<file path="config.mk">
export PLATFORM = sky130hd
export DESIGN_NAME = pipe_hazard_scoreboard
export DESIGN_NICKNAME = d
export VERILOG_FILES = /design/src/rtl/pipe_hazard_scoreboard.sv
export SDC_FILE = /design/constraint.sdc
export NUM_CORES = 1
export LEC_CHECK = 0
export BUFFER_PORTS_ARGS = -buffer_cell sky130_fd_sc_hd__clkbuf_2
export CAP_MARGIN = 10
export CORE_AREA = 8 8 180 182
export DETAILED_ROUTE_END_ITERATION = 10
export DIE_AREA = 0 0 188 190
export GPL_TIMING_DRIVEN = 1
export HOLD_SLACK_MARGIN = 0.06
export SLEW_MARGIN = 0
export SYNTH_ARGS = -nofsm -noshare
export SYNTH_HDL_FRONTEND = slang
export SYNTH_SLANG_ARGS = --single-unit
</file>
<file path="constraint.sdc">
create_clock -name clk -period 5.55 [get_ports clk]
set_input_delay 0.8325 -clock clk [delete_from_list [all_inputs] [get_ports clk]]
set_output_delay 0.8325 -clock clk [all_outputs]
set_load 0.05 [all_outputs]
</file>
<file path="src/rtl/pipe_hazard_scoreboard.sv">
// rtl/pipe_hazard_scoreboard.sv - hazard/forwarding controller for the in-order pipeline
// Tracks writers in the stages after ID; forwards the youngest match, stalls on unready results.
module pipe_hazard_scoreboard #(
  parameter int XLEN   = 64,
  parameter int NSTAGE = 3,
  parameter int MAXLAT = 8,
  parameter int LAT_W  = 4
) (
  input  logic                     clk,
  input  logic                     rst,
  input  logic                     id_valid,
  input  logic [4:0]               id_rs1,
  input  logic [4:0]               id_rs2,
  input  logic                     id_rs1_use,
  input  logic                     id_rs2_use,
  input  logic [4:0]               id_rd,
  input  logic                     id_wen,
  input  logic                     id_load,
  input  logic [LAT_W-1:0]         id_lat,
  input  logic [XLEN-1:0]          id_busa,
  input  logic [XLEN-1:0]          id_busb,
  input  logic [NSTAGE*XLEN-1:0]   stage_res,
  input  logic                     redirect,
  output logic [XLEN-1:0]          busa_o,
  output logic [XLEN-1:0]          busb_o,
  output logic [NSTAGE-1:0]        fwd_a_sel,
  output logic [NSTAGE-1:0]        fwd_b_sel,
  output logic                     stall,
  output logic                     ex_hold,
  output logic                     ex_issue
);

  logic [NSTAGE-1:0]      v_q, v_d, wen_q, wen_d, load_q, load_d;
  logic [NSTAGE-1:0][4:0] rd_q, rd_d;
  logic [LAT_W-1:0]       cnt_q, cnt_d, eff_lat;
  logic                   rdy_a, rdy_b;

  // Scan from the oldest stage down so the youngest (lowest index) match overwrites.
  always_comb begin
    fwd_a_sel = '0;
    fwd_b_sel = '0;
    busa_o    = id_busa;
    busb_o    = id_busb;
    for (int k = NSTAGE-1; k >= 0; k--) begin
      if (id_rs1_use && id_rs1 != 5'd0 && v_q[k] && wen_q[k] && rd_q[k] == id_rs1) begin
        fwd_a_sel    = '0;
        fwd_a_sel[k] = 1'b1;
        busa_o       = stage_res[k*XLEN +: XLEN];
      end
      if (id_rs2_use && id_rs2 != 5'd0 && v_q[k] && wen_q[k] && rd_q[k] == id_rs2) begin
        fwd_b_sel    = '0;
        fwd_b_sel[k] = 1'b1;
        busb_o       = stage_res[k*XLEN +: XLEN];
      end
    end
  end

  // Only the EX writer can be unready: a load, or a multi-cycle op still counting.
  assign rdy_a    = !(fwd_a_sel[0] && (load_q[0] || cnt_q != '0));
  assign rdy_b    = !(fwd_b_sel[0] && (load_q[0] || cnt_q != '0));
  assign ex_hold  = rst && (cnt_q != '0);
  assign stall    = rst && id_valid && (ex_hold || !rdy_a || !rdy_b);
  assign ex_issue = rst && id_valid && !stall && !redirect;

  always_comb begin
    if (id_lat == '0)
      eff_lat = LAT_W'(1);
    else if (id_lat > LAT_W'(MAXLAT))
      eff_lat = LAT_W'(MAXLAT);
    else
      eff_lat = id_lat;
  end

  always_comb begin
    v_d    = v_q;
    rd_d   = rd_q;
    wen_d  = wen_q;
    load_d = load_q;
    cnt_d  = cnt_q;
    for (int k = 2; k < NSTAGE; k++) begin
      v_d[k]    = v_q[k-1];
      rd_d[k]   = rd_q[k-1];
      wen_d[k]  = wen_q[k-1];
      load_d[k] = load_q[k-1];
    end
    rd_d[1]   = rd_q[0];
    wen_d[1]  = wen_q[0];
    load_d[1] = load_q[0];
    if (ex_hold) begin
      v_d[1] = 1'b0;
      cnt_d  = cnt_q - LAT_W'(1);
    end else begin
      v_d[1]    = v_q[0];
      v_d[0]    = ex_issue;
      rd_d[0]   = id_rd;
      wen_d[0]  = id_wen;
      load_d[0] = id_load;
      cnt_d     = ex_issue ? eff_lat - LAT_W'(1) : '0;
    end
  end

  always_ff @(posedge clk) begin
    if (!rst) begin
      v_q    <= '0;
      rd_q   <= '0;
      wen_q  <= '0;
      load_q <= '0;
      cnt_q  <= '0;
    end else begin
      v_q    <= v_d;
      rd_q   <= rd_d;
      wen_q  <= wen_d;
      load_q <= load_d;
      cnt_q  <= cnt_d;
    end
  end

endmodule

</file>
==> qor.txt, run 1 <==
=======================================================================================
Total number of vias                                                              8,441
Type of the setup path with the least slack                                      in2out
Run status                                                                 complete, no violations
Largest net degree at the start of global routing                                    65
Number of clock sinks                                                                26
Proportion of synthesized chip area in sequential cells                           9.61%
Aggregate global routing overflow                                                     0
Global-route total usage across every layer                                       17.2%
Filler cells                                                                      3,305
Clock skew                                                                      1.62 ps
Number of different library cells in the post-synthesis netlist                      44
CP cell instances                                                          clkbuf_2, or4_4, o21ai_2, or4_4, and2_2, buf_4, a211oi_1, clkbuf_2
Synthesized area per cell                                                      6.64 um2
Drt via density                                                                    5.19
Max-slew violations                                                                   0
Post-route ant nets                                                                   0
Critical Path Start Type                                                      input pin
Number of cells in the design after placement                                     1,622
Worst-margin pin slew                                                           1270 ps
Initial cell density of the core                                                  18.4%
Hold-fix buffer count after cts                                                       0
Cells resized by post-CTS repair                                                      0
Postcts setup bufs                                                                    0
Post-Route Setup TNS                                                               0 ps
Total Nets Final                                                                  1,587
Full die area                                                                35,700 um2
Asr flop ratio synth                                                                 0%
Post-layout minimum cycle time                                                  4480 ps
Rel. slew slack                                                                   15.0%
Data required, critical path                                                    4720 ps
Sequential Area                                                                 520 um2
EDFF count, synth                                                                     0
Final setup viols                                                                     0
Class of the worst hold path                                                    reg2reg
Routed wire length per instance                                                 20.7 um
Yosys synthesis warning count                                                         0
TritonRoute pass-1 iters                                                              5
Area delta synth->final                                                           50.6%
Number of violations reported at the end of detailed-routing iteration 0            483
Number of CTS-inserted buffers                                                        3
Wire length of the first global-routing pass                                  50,600 um
Number of cells produced by synthesis                                               816
Clock network latency to the later pin of the worst-skew pair                    260 ps
Non-filler instance count after layout                                            1,627
Flop and latch count out of synthesis                                                26
Number of maximum-capacitance constraint violations                                   0
IO Port Bufs                                                                        483
Die outline height                                                               190 um
Crit path max fanout                                                                 51
Number of design rule violations left after detail routing                            0
Critical path's largest stage delay                                              970 ps
Deepest level of the CTS H-tree                                                       1
Final period utilization                                                          80.7%
Static Leakage                                                               0.00431 uW
Capturing element type of the critical path                                primary output
Highest attainable clock frequency                                              223 MHz
Fraction of layout instances using a drive strength above 1                       42.2%
Power density over cell area                                                 142 nW/um2
Vias in the first global route                                                    9,008
Final estimated routing congestion in global placement                            0.873
Maximum count of clock buffers along a single path                                    2
CP max-delay cell                                                          sky130_fd_sc_hd__and2_2
Worst path top cell family by delay                                        simple AND/OR/NAND/NOR gates
Most common flop cell mapped by yosys                                      sky130_fd_sc_hd__dfxtp_1
Post-detail-place hpwl                                                        26,400 um
Worst path arrival time                                                         3640 ps
Maximum ir drop on the vdd rail                                              0.000152 V
Total detailed-routing wirelength                                             33,600 um
RSZ-0062 raised after global routing                                              false
Count of pins on the block boundary                                                 484
Row cnt                                                                              63
Root buffer cell                                                           sky130_fd_sc_hd__clkbuf_16
Synth Cell Area                                                                5420 um2
Core ar.                                                                     29,400 um2
Number of nets in the synthesized netlist                                         1,166
Die width                                                                        188 um
Final-layout worst hold slack                                                    482 ps
Area of the multi-input gates                                                  4450 um2
Final-report hold violation count                                                     0
Antenna violations before repair                                                      1
Worst path bufs/invs                                                                  3
Clock tree from TritonCTS                                                         built
Clock slew seen by the registers of the worst setup and hold paths                60 ps
=======================================================================================
-- stage by stage --
step                setup WS [ps]  total power, uW  utilization (%)  instance area (um2)
finish                       1070             1160             27.8                 8160
global route                  957             1230             27.8                 8160
CTS                          1060             1160             27.8                 8160
detailed placement           1080              988             27.5                 8070
global placement             1130              980             27.5                 8070
floorplan                    1360              719                -                 5420
-- report_power, final --
part	internal, uW	switching [uW]
registers	231	44.7
clock network	110	59.4
logic	280	430
-- cell usage in the layout, fill, tap and decap left out, types with 2 or more instances in the layout --
| master | netlist | layout |
|---|---|---|
| sky130_fd_sc_hd__a211oi_1 | 64 | 64 |
| sky130_fd_sc_hd__a21oi_1 | 2 | 2 |
| sky130_fd_sc_hd__a221oi_1 | 64 | 64 |
| sky130_fd_sc_hd__and2_1 | 78 | 77 |
| sky130_fd_sc_hd__buf_12 | 6 | 2 |
| sky130_fd_sc_hd__buf_4 | 5 | 18 |
| sky130_fd_sc_hd__clkbuf_16 | 0 | 3 |
| sky130_fd_sc_hd__clkbuf_2 | 0 | 483 |
| sky130_fd_sc_hd__dfxtp_1 | 26 | 26 |
| sky130_fd_sc_hd__ha_1 | 3 | 3 |
| sky130_fd_sc_hd__inv_1 | 3 | 3 |
| sky130_fd_sc_hd__inv_2 | 2 | 2 |
| sky130_fd_sc_hd__mux2i_1 | 71 | 71 |
| sky130_fd_sc_hd__nand2_1 | 72 | 72 |
| sky130_fd_sc_hd__nand2b_1 | 3 | 3 |
| sky130_fd_sc_hd__nand3_1 | 3 | 2 |
| sky130_fd_sc_hd__nand4_1 | 2 | 2 |
| sky130_fd_sc_hd__nor2_1 | 75 | 75 |
| sky130_fd_sc_hd__nor2b_1 | 8 | 8 |
| sky130_fd_sc_hd__nor3_1 | 66 | 66 |
| sky130_fd_sc_hd__nor3b_1 | 2 | 2 |
| sky130_fd_sc_hd__o21ai_0 | 98 | 98 |
| sky130_fd_sc_hd__o21ai_1 | 32 | 32 |
| sky130_fd_sc_hd__o32ai_1 | 2 | 2 |
| sky130_fd_sc_hd__or4_4 | 2 | 3 |
| sky130_fd_sc_hd__xnor2_1 | 18 | 18 |
| sky130_fd_sc_hd__xor2_1 | 15 | 15 |
-- layout make-up --
type / count / area share (%)
multi-input cells: 698 / 54.5
repair buffers: 503 / 31.8
flip-flops and latches: 26 / 6.38
well taps: 390 / 5.98
clock buffers: 4 / 1.09
inverters: 5 / 0.230
diodes: 1 / 0.0307
-- synth_stat cells, drive strengths merged (18+ instances only) --
cell type,number,share of area (%)
a211oi,64,8.9
a221oi,64,10
and2,78,9.0
buf,32,5.0
clkbuf,55,3.8
dfxtp,26,9.6
mux2i,71,13
nand2,72,5.0
nor2,75,5.2
nor3,67,6.3
o21ai,131,12
xnor2,18,2.9
-- state kept, by name (all words and copies together), names as in the netlist --
signal,flops
cnt_q,4
rd_q,5
wen_q,3
rd_d,10
v_q,3
load_q,1
-- path summary, 6_finish.rpt --
check	slack, ps	depth (start not counted)	to	startpoint
min	480	1	wen_q[2]	wen_q[1]
max	1070	8	busb_o[19]	id_rs2[1]
max reg2reg	3180	6	cnt_q[2]	rd_d[6]
min reg2reg	480	1	wen_q[2]	wen_q[1]
-- logic make-up after synthesis --
family / synth area share, %
buf+inv: 9.17
simple gates: 29.4
xor+xnor: 5.33
mux: 13.1
fa+ha+maj: 0.693
compound gates: 32.7
flops: 9.61
-- metal layers --
metal  share of wire (%)  track usage, %
met5                   0               0
met4                 3.3            6.73
met3                  10            4.54
met2                  50            30.9
met1                  37            19.1
(Power assumes the default switching activity.)
==> run 2: changes to the inputs <==
Settings changed: CORE_AREA 8 8 180 182 to 8 8 183 185, DIE_AREA 0 0 188 190 to 0 0 191 193.
Clock period 5.55 ns to 4.2 ns, I/O delays scaled along.
==> run 2 against run 1 <==
- sequential power increased by 34%
- final cell count grew 1.0%
- clock power up 59%
- sequential share of layout area down 1.3 points
- first-iteration DRC count is 16% higher
- clock-buffer cell count fell by 1
- critical endpoint is now busb_o[2]
- largest cell class is now non-clock buffers
- largest power group unchanged
==> qor.txt, run 2 (synthesis gave the netlist of run 1 again) <==
=======================================================================================
Worst path arrival time                                                         3100 ps
IO Port Bufs                                                                        483
Met2 Wirelength                                                               18,300 um
Class of the worst hold path                                                    reg2reg
Highest metal layer with signal wires                                              met5
Fraction of layout instances using a drive strength above 1                       42.4%
Seq pwr share                                                                     20.2%
Clock share of power                                                              14.8%
Number of flip-flops under the largest register name                                 10
Critical path's largest stage delay                                              550 ps
Largest net degree at the start of global routing                                    70
Worst-margin pin slew                                                            749 ps
Clock skew                                                                      4.91 ps
CP cell instances                                                          clkbuf_2, xnor2_1, nand2_1, or4_4, inv_2, buf_4, nor3_1, a211oi_1, buf_12
Total Nets Final                                                                  1,593
Total inserted antenna cells                                                          0
Crit path max fanout                                                                 17
Cells resized by post-CTS repair                                                      0
Number of violations reported at the end of detailed-routing iteration 0            562
Die outline height                                                               193 um
Post-Route Setup TNS                                                               0 ps
Total detailed-routing wirelength                                             36,800 um
Number of cells in the design after placement                                     1,640
Portion of total power attributed to combinational logic                          64.9%
Final setup viols                                                                     0
Met3 Routed Length                                                              3740 um
Internal power component                                                        1070 uW
Clock tree from TritonCTS                                                         built
Critical register-to-register path startpoint                                   rd_d[6]
Post-route ant nets                                                                   0
Detailed-route wire length on metal 1                                         13,700 um
Area delta synth->final                                                           90.4%
Clock network latency to the later pin of the worst-skew pair                    260 ps
Maximum count of clock buffers along a single path                                    2
Most used cells in the layout excluding fill and tap cells                 351 x sky130_fd_sc_hd__clkbuf_2, 142 x sky130_fd_sc_hd__buf_12, 98 x sky130_fd_sc_hd__o21ai_0
Drt via density                                                                    5.16
Startpoint of the worst hold path                                              cnt_q[0]
TritonRoute pass-1 iters                                                              5
Vias in the first global route                                                    8,725
Core ar.                                                                     30,800 um2
Root buffer cell                                                           sky130_fd_sc_hd__clkbuf_16
Die width                                                                        191 um
Total number of vias                                                              8,478
Type of the setup path with the least slack                                      in2out
Clock slew seen by the registers of the worst setup and hold paths                60 ps
Capturing element type of the critical path                                primary output
Global-route total usage across every layer                                       18.2%
Initial cell density of the core                                                  17.6%
Static Leakage                                                               0.00507 uW
Final period utilization                                                          88.7%
Power density over cell area                                                 177 nW/um2
Count of pins on the block boundary                                                 484
Post-route worst setup slack                                                     473 ps
Run status                                                                 complete, no violations
Number of design rule violations left after detail routing                            0
Aggregate global routing overflow                                                     0
Max-slew violations                                                                   0
Number of CTS-inserted buffers                                                        3
Routed wire length per instance                                                 22.4 um
Deepest level of the CTS H-tree                                                       1
Post-detail-place hpwl                                                        29,200 um
Launching instance or port of the critical path                               id_rs2[0]
Row cnt                                                                              65
Critical Path Start Type                                                      input pin
Data required, critical path                                                    3570 ps
Postcts setup bufs                                                                    0
Maximum ir drop on the vdd rail                                              0.000190 V
Number of clock sinks                                                                26
Hold-fix buffer count after cts                                                       0
Number of maximum-capacitance constraint violations                                   0
Setup Slack @ Placement                                                          482 ps
Post-layout minimum cycle time                                                  3730 ps
CP max-delay cell                                                          sky130_fd_sc_hd__or4_4
Wire length of the first global-routing pass                                  53,000 um
Full die area                                                                36,900 um2
Commonest non-fill, non-tap cell in the layout                             sky130_fd_sc_hd__clkbuf_2
RSZ-0062 raised after global routing                                              false
Sw power                                                                         761 uW
Net switching fraction of the power                                               41.6%
Rel. slew slack                                                                   49.9%
Final-report hold violation count                                                     0
Highest attainable clock frequency                                              268 MHz
Non-filler instance count after layout                                            1,644
Final estimated routing congestion in global placement                            0.926
Antenna violations before repair                                                      1
=======================================================================================
## run 2: routing by layer
metal,track usage (%),vias up
met1,21.3,3996
met2,32.4,544
met4,5.37,2
li1,-,3875
met5,0,-
met3,4.17,61
## run 2: final cells by class
cell class / count / area [um2]
clock inverter: 1 / 30.0
timing repair buffer: 509 / 4720
sequential: 26 / 520
tap: 402 / 503
multi-input combinational: 698 / 4450
fill: 3252 / 20500
clock buffer: 3 / 75.1
inverter: 5 / 18.8
## run 2: stage by stage
stage / hold slack [ps] / util, % / area (um2) / power [uW]
final: 490 / 33.5 / 10300 / 1830
after global routing: 507 / 33.5 / 10300 / 1920
after CTS: 493 / 33.5 / 10300 / 1840
after global placement: 470 / 33.1 / 10200 / 1550
after detailed placement: 480 / 33.1 / 10200 / 1560
after floorplan: 445 / - / 5420 / 951
## run 2: power by group through the flow
| stage | clock network [uW] | logic, uW | registers [uW] |
|---|---|---|---|
| after floorplan | 0 | 599 | 352 |
| final | 271 | 1190 | 370 |
| after detailed placement | 0 | 1190 | 375 |
| after global routing | 283 | 1260 | 378 |
| after CTS | 275 | 1190 | 369 |
| after global placement | 0 | 1180 | 372 |
## run 2: worst max-delay path: cells and delay by family
kind | cells | cell delay (ps)
buffers and inverters | 4 | 1130
AO/OA/AOI/OAI | 1 | 430
AND/OR/NAND/NOR | 3 | 700
XOR/XNOR | 1 | 190
## run 2: path summary, 6_finish.rpt
path / to / slack (ps) / cells after the start
worst max register to register: cnt_q[0] / 1800 / 6
worst min register to register: cnt_q[0] / 490 / 1
worst max-delay path: busb_o[2] / 470 / 9
worst min-delay path: cnt_q[0] / 490 / 1
==> run 3: changes to the inputs <==
Settings changed: CORE_AREA 8 8 183 185 to 4 4 184 186, DIE_AREA 0 0 191 193 to 0 0 188 190.
==> run 3 against run 2 <==
- non-clock buffer count increased by 5
- first-iteration DRC count down 19%
- sequential power shrank 1%
- critical path type unchanged
- hold slack worse by 14 ps
- register-to-register slack improved by 100 ps
- sequential share of layout area is 0.46 points higher
- final area fell by 8.4%
- critical path depth down 1
- maximum frequency is 2.6% higher
- combinational power decreased by 10%
- final cell count is 2.7% higher
==> qor.txt, run 3 (synthesis gave the netlist of run 1 again) <==
=======================================================================================
Run status                                                                 complete, no violations
Final estimated routing congestion in global placement                            0.913
Wire length of the first global-routing pass                                  47,600 um
Global-route total usage across every layer                                       16.2%
Sequential Area                                                                 520 um2
Clock skew                                                                      2.02 ps
Highest attainable clock frequency                                              275 MHz
Static Leakage                                                               0.00476 uW
RSZ-0062 raised after global routing                                              false
Clock network latency to the later pin of the worst-skew pair                    260 ps
Total inserted antenna cells                                                          0
Number of CTS-inserted buffers                                                        3
Antenna violations before repair                                                      1
Number of flip-flops under the largest register name                                 10
Die outline height                                                               190 um
Area delta synth->final                                                           74.4%
Commonest non-fill, non-tap cell in the layout                             sky130_fd_sc_hd__clkbuf_2
Post-Route Setup TNS                                                               0 ps
Data required, critical path                                                    3570 ps
Cells resized by post-CTS repair                                                      0
Drt via density                                                                    4.98
R2R setup slack                                                                 1900 ps
Initial cell density of the core                                                  16.8%
Power density over cell area                                                 180 nW/um2
Core ar.                                                                     32,300 um2
Number of maximum-capacitance constraint violations                                   0
Max-slew violations                                                                   0
Post-detail-place hpwl                                                        25,600 um
Clock tree from TritonCTS                                                         built
Fraction of layout instances using a drive strength above 1                       42.7%
Hold-fix buffer count after cts                                                       0
IO Port Bufs                                                                        483
Worst-margin pin slew                                                            642 ps
TritonRoute pass-1 iters                                                              7
Row cnt                                                                              66
Post-route ant nets                                                                   0
Post-layout minimum cycle time                                                  3630 ps
Non-filler instance count after layout                                            1,689
Number of design rule violations left after detail routing                            0
Postcts setup bufs                                                                    0
Maximum count of clock buffers along a single path                                    2
Total detailed-routing wirelength                                             31,900 um
Clock slew seen by the registers of the worst setup and hold paths                60 ps
Class of the worst hold path                                                    reg2reg
Worst path arrival time                                                         3000 ps
Die width                                                                        188 um
Critical Path Start Type                                                      input pin
Filler cells                                                                      3,512
Most used cells in the layout excluding fill and tap cells                 412 x sky130_fd_sc_hd__clkbuf_2, 98 x sky130_fd_sc_hd__o21ai_0, 78 x sky130_fd_sc_hd__buf_12
Maximum ir drop on the vdd rail                                              0.000222 V
Final-report hold violation count                                                     0
Largest net degree at the start of global routing                                    39
Crit path max fanout                                                                 29
Root buffer cell                                                           sky130_fd_sc_hd__clkbuf_16
Deepest level of the CTS H-tree                                                       1
Final setup viols                                                                     0
Number of clock sinks                                                                26
Vias in the first global route                                                    8,661
Area of the multi-input gates                                                  4450 um2
Rel. slew slack                                                                   56.9%
Full die area                                                                35,700 um2
Number of cells in the design after placement                                     1,685
Capturing element type of the critical path                                primary output
Type of the setup path with the least slack                                      in2out
Total Nets Final                                                                  1,598
Final period utilization                                                          86.5%
Aggregate global routing overflow                                                     0
Count of pins on the block boundary                                                 484
Total number of vias                                                              8,412
Routed wire length per instance                                                 18.9 um
Number of violations reported at the end of detailed-routing iteration 0            457
=======================================================================================
==> run 3: power breakdown <==
part,total (uW),internal [uW],switching [uW]
clock,272,189,82.1
sequential,365,305,59.4
combinational,1070,480,587
total,1700,975,728
==> run 3: final timing paths <==
check / startpoint / to / cells past startpoint
setup / recovery: id_rs1[3] / busa_o[45] / 8
hold / removal: v_q[1] / v_q[2] / 1
setup reg to reg: rd_d[6] / cnt_q[2] / 6
hold reg to reg: v_q[1] / v_q[2] / 1
==> run 3: worst max-delay path: stages <==
cell	delay (ps)
sky130_fd_sc_hd__clkbuf_2	120
sky130_fd_sc_hd__or4_1	550
sky130_fd_sc_hd__o21a_1	240
sky130_fd_sc_hd__and4_2	350
sky130_fd_sc_hd__buf_4	320
sky130_fd_sc_hd__a221oi_1	340
sky130_fd_sc_hd__o21ai_0	220
sky130_fd_sc_hd__buf_12	190
==> run 3: stage by stage <==
step	power [uW]	hold slack (ps)	instance area, um2	utilization (%)	worst slack [ps]
after floorplan	951	445	5420	-	415
after CTS	1710	480	9450	29.3	608
after global placement	1420	464	9350	29.0	621
after global routing	1790	503	9450	29.3	455
after detailed placement	1430	468	9350	29.0	612
final	1700	477	9450	29.3	565
==> run 3: area by class of cell <==
type	instances	area share [%]
tap	442	5.85
multi-input combinational	698	47.1
timing repair buffer	514	40.2
inverter	5	0.199
clock inverter	1	0.318
clock buffer	3	0.794
sequential	26	5.51
==> run 3: routing by layer <==
layer,vias to the layer above,wire [um],GRT usage (%)
li1,3887,-,-
met1,3908,12200,19.6
met2,537,15900,29.1
met3,78,2870,2.92
met4,2,941,5.42
met5,-,13,0
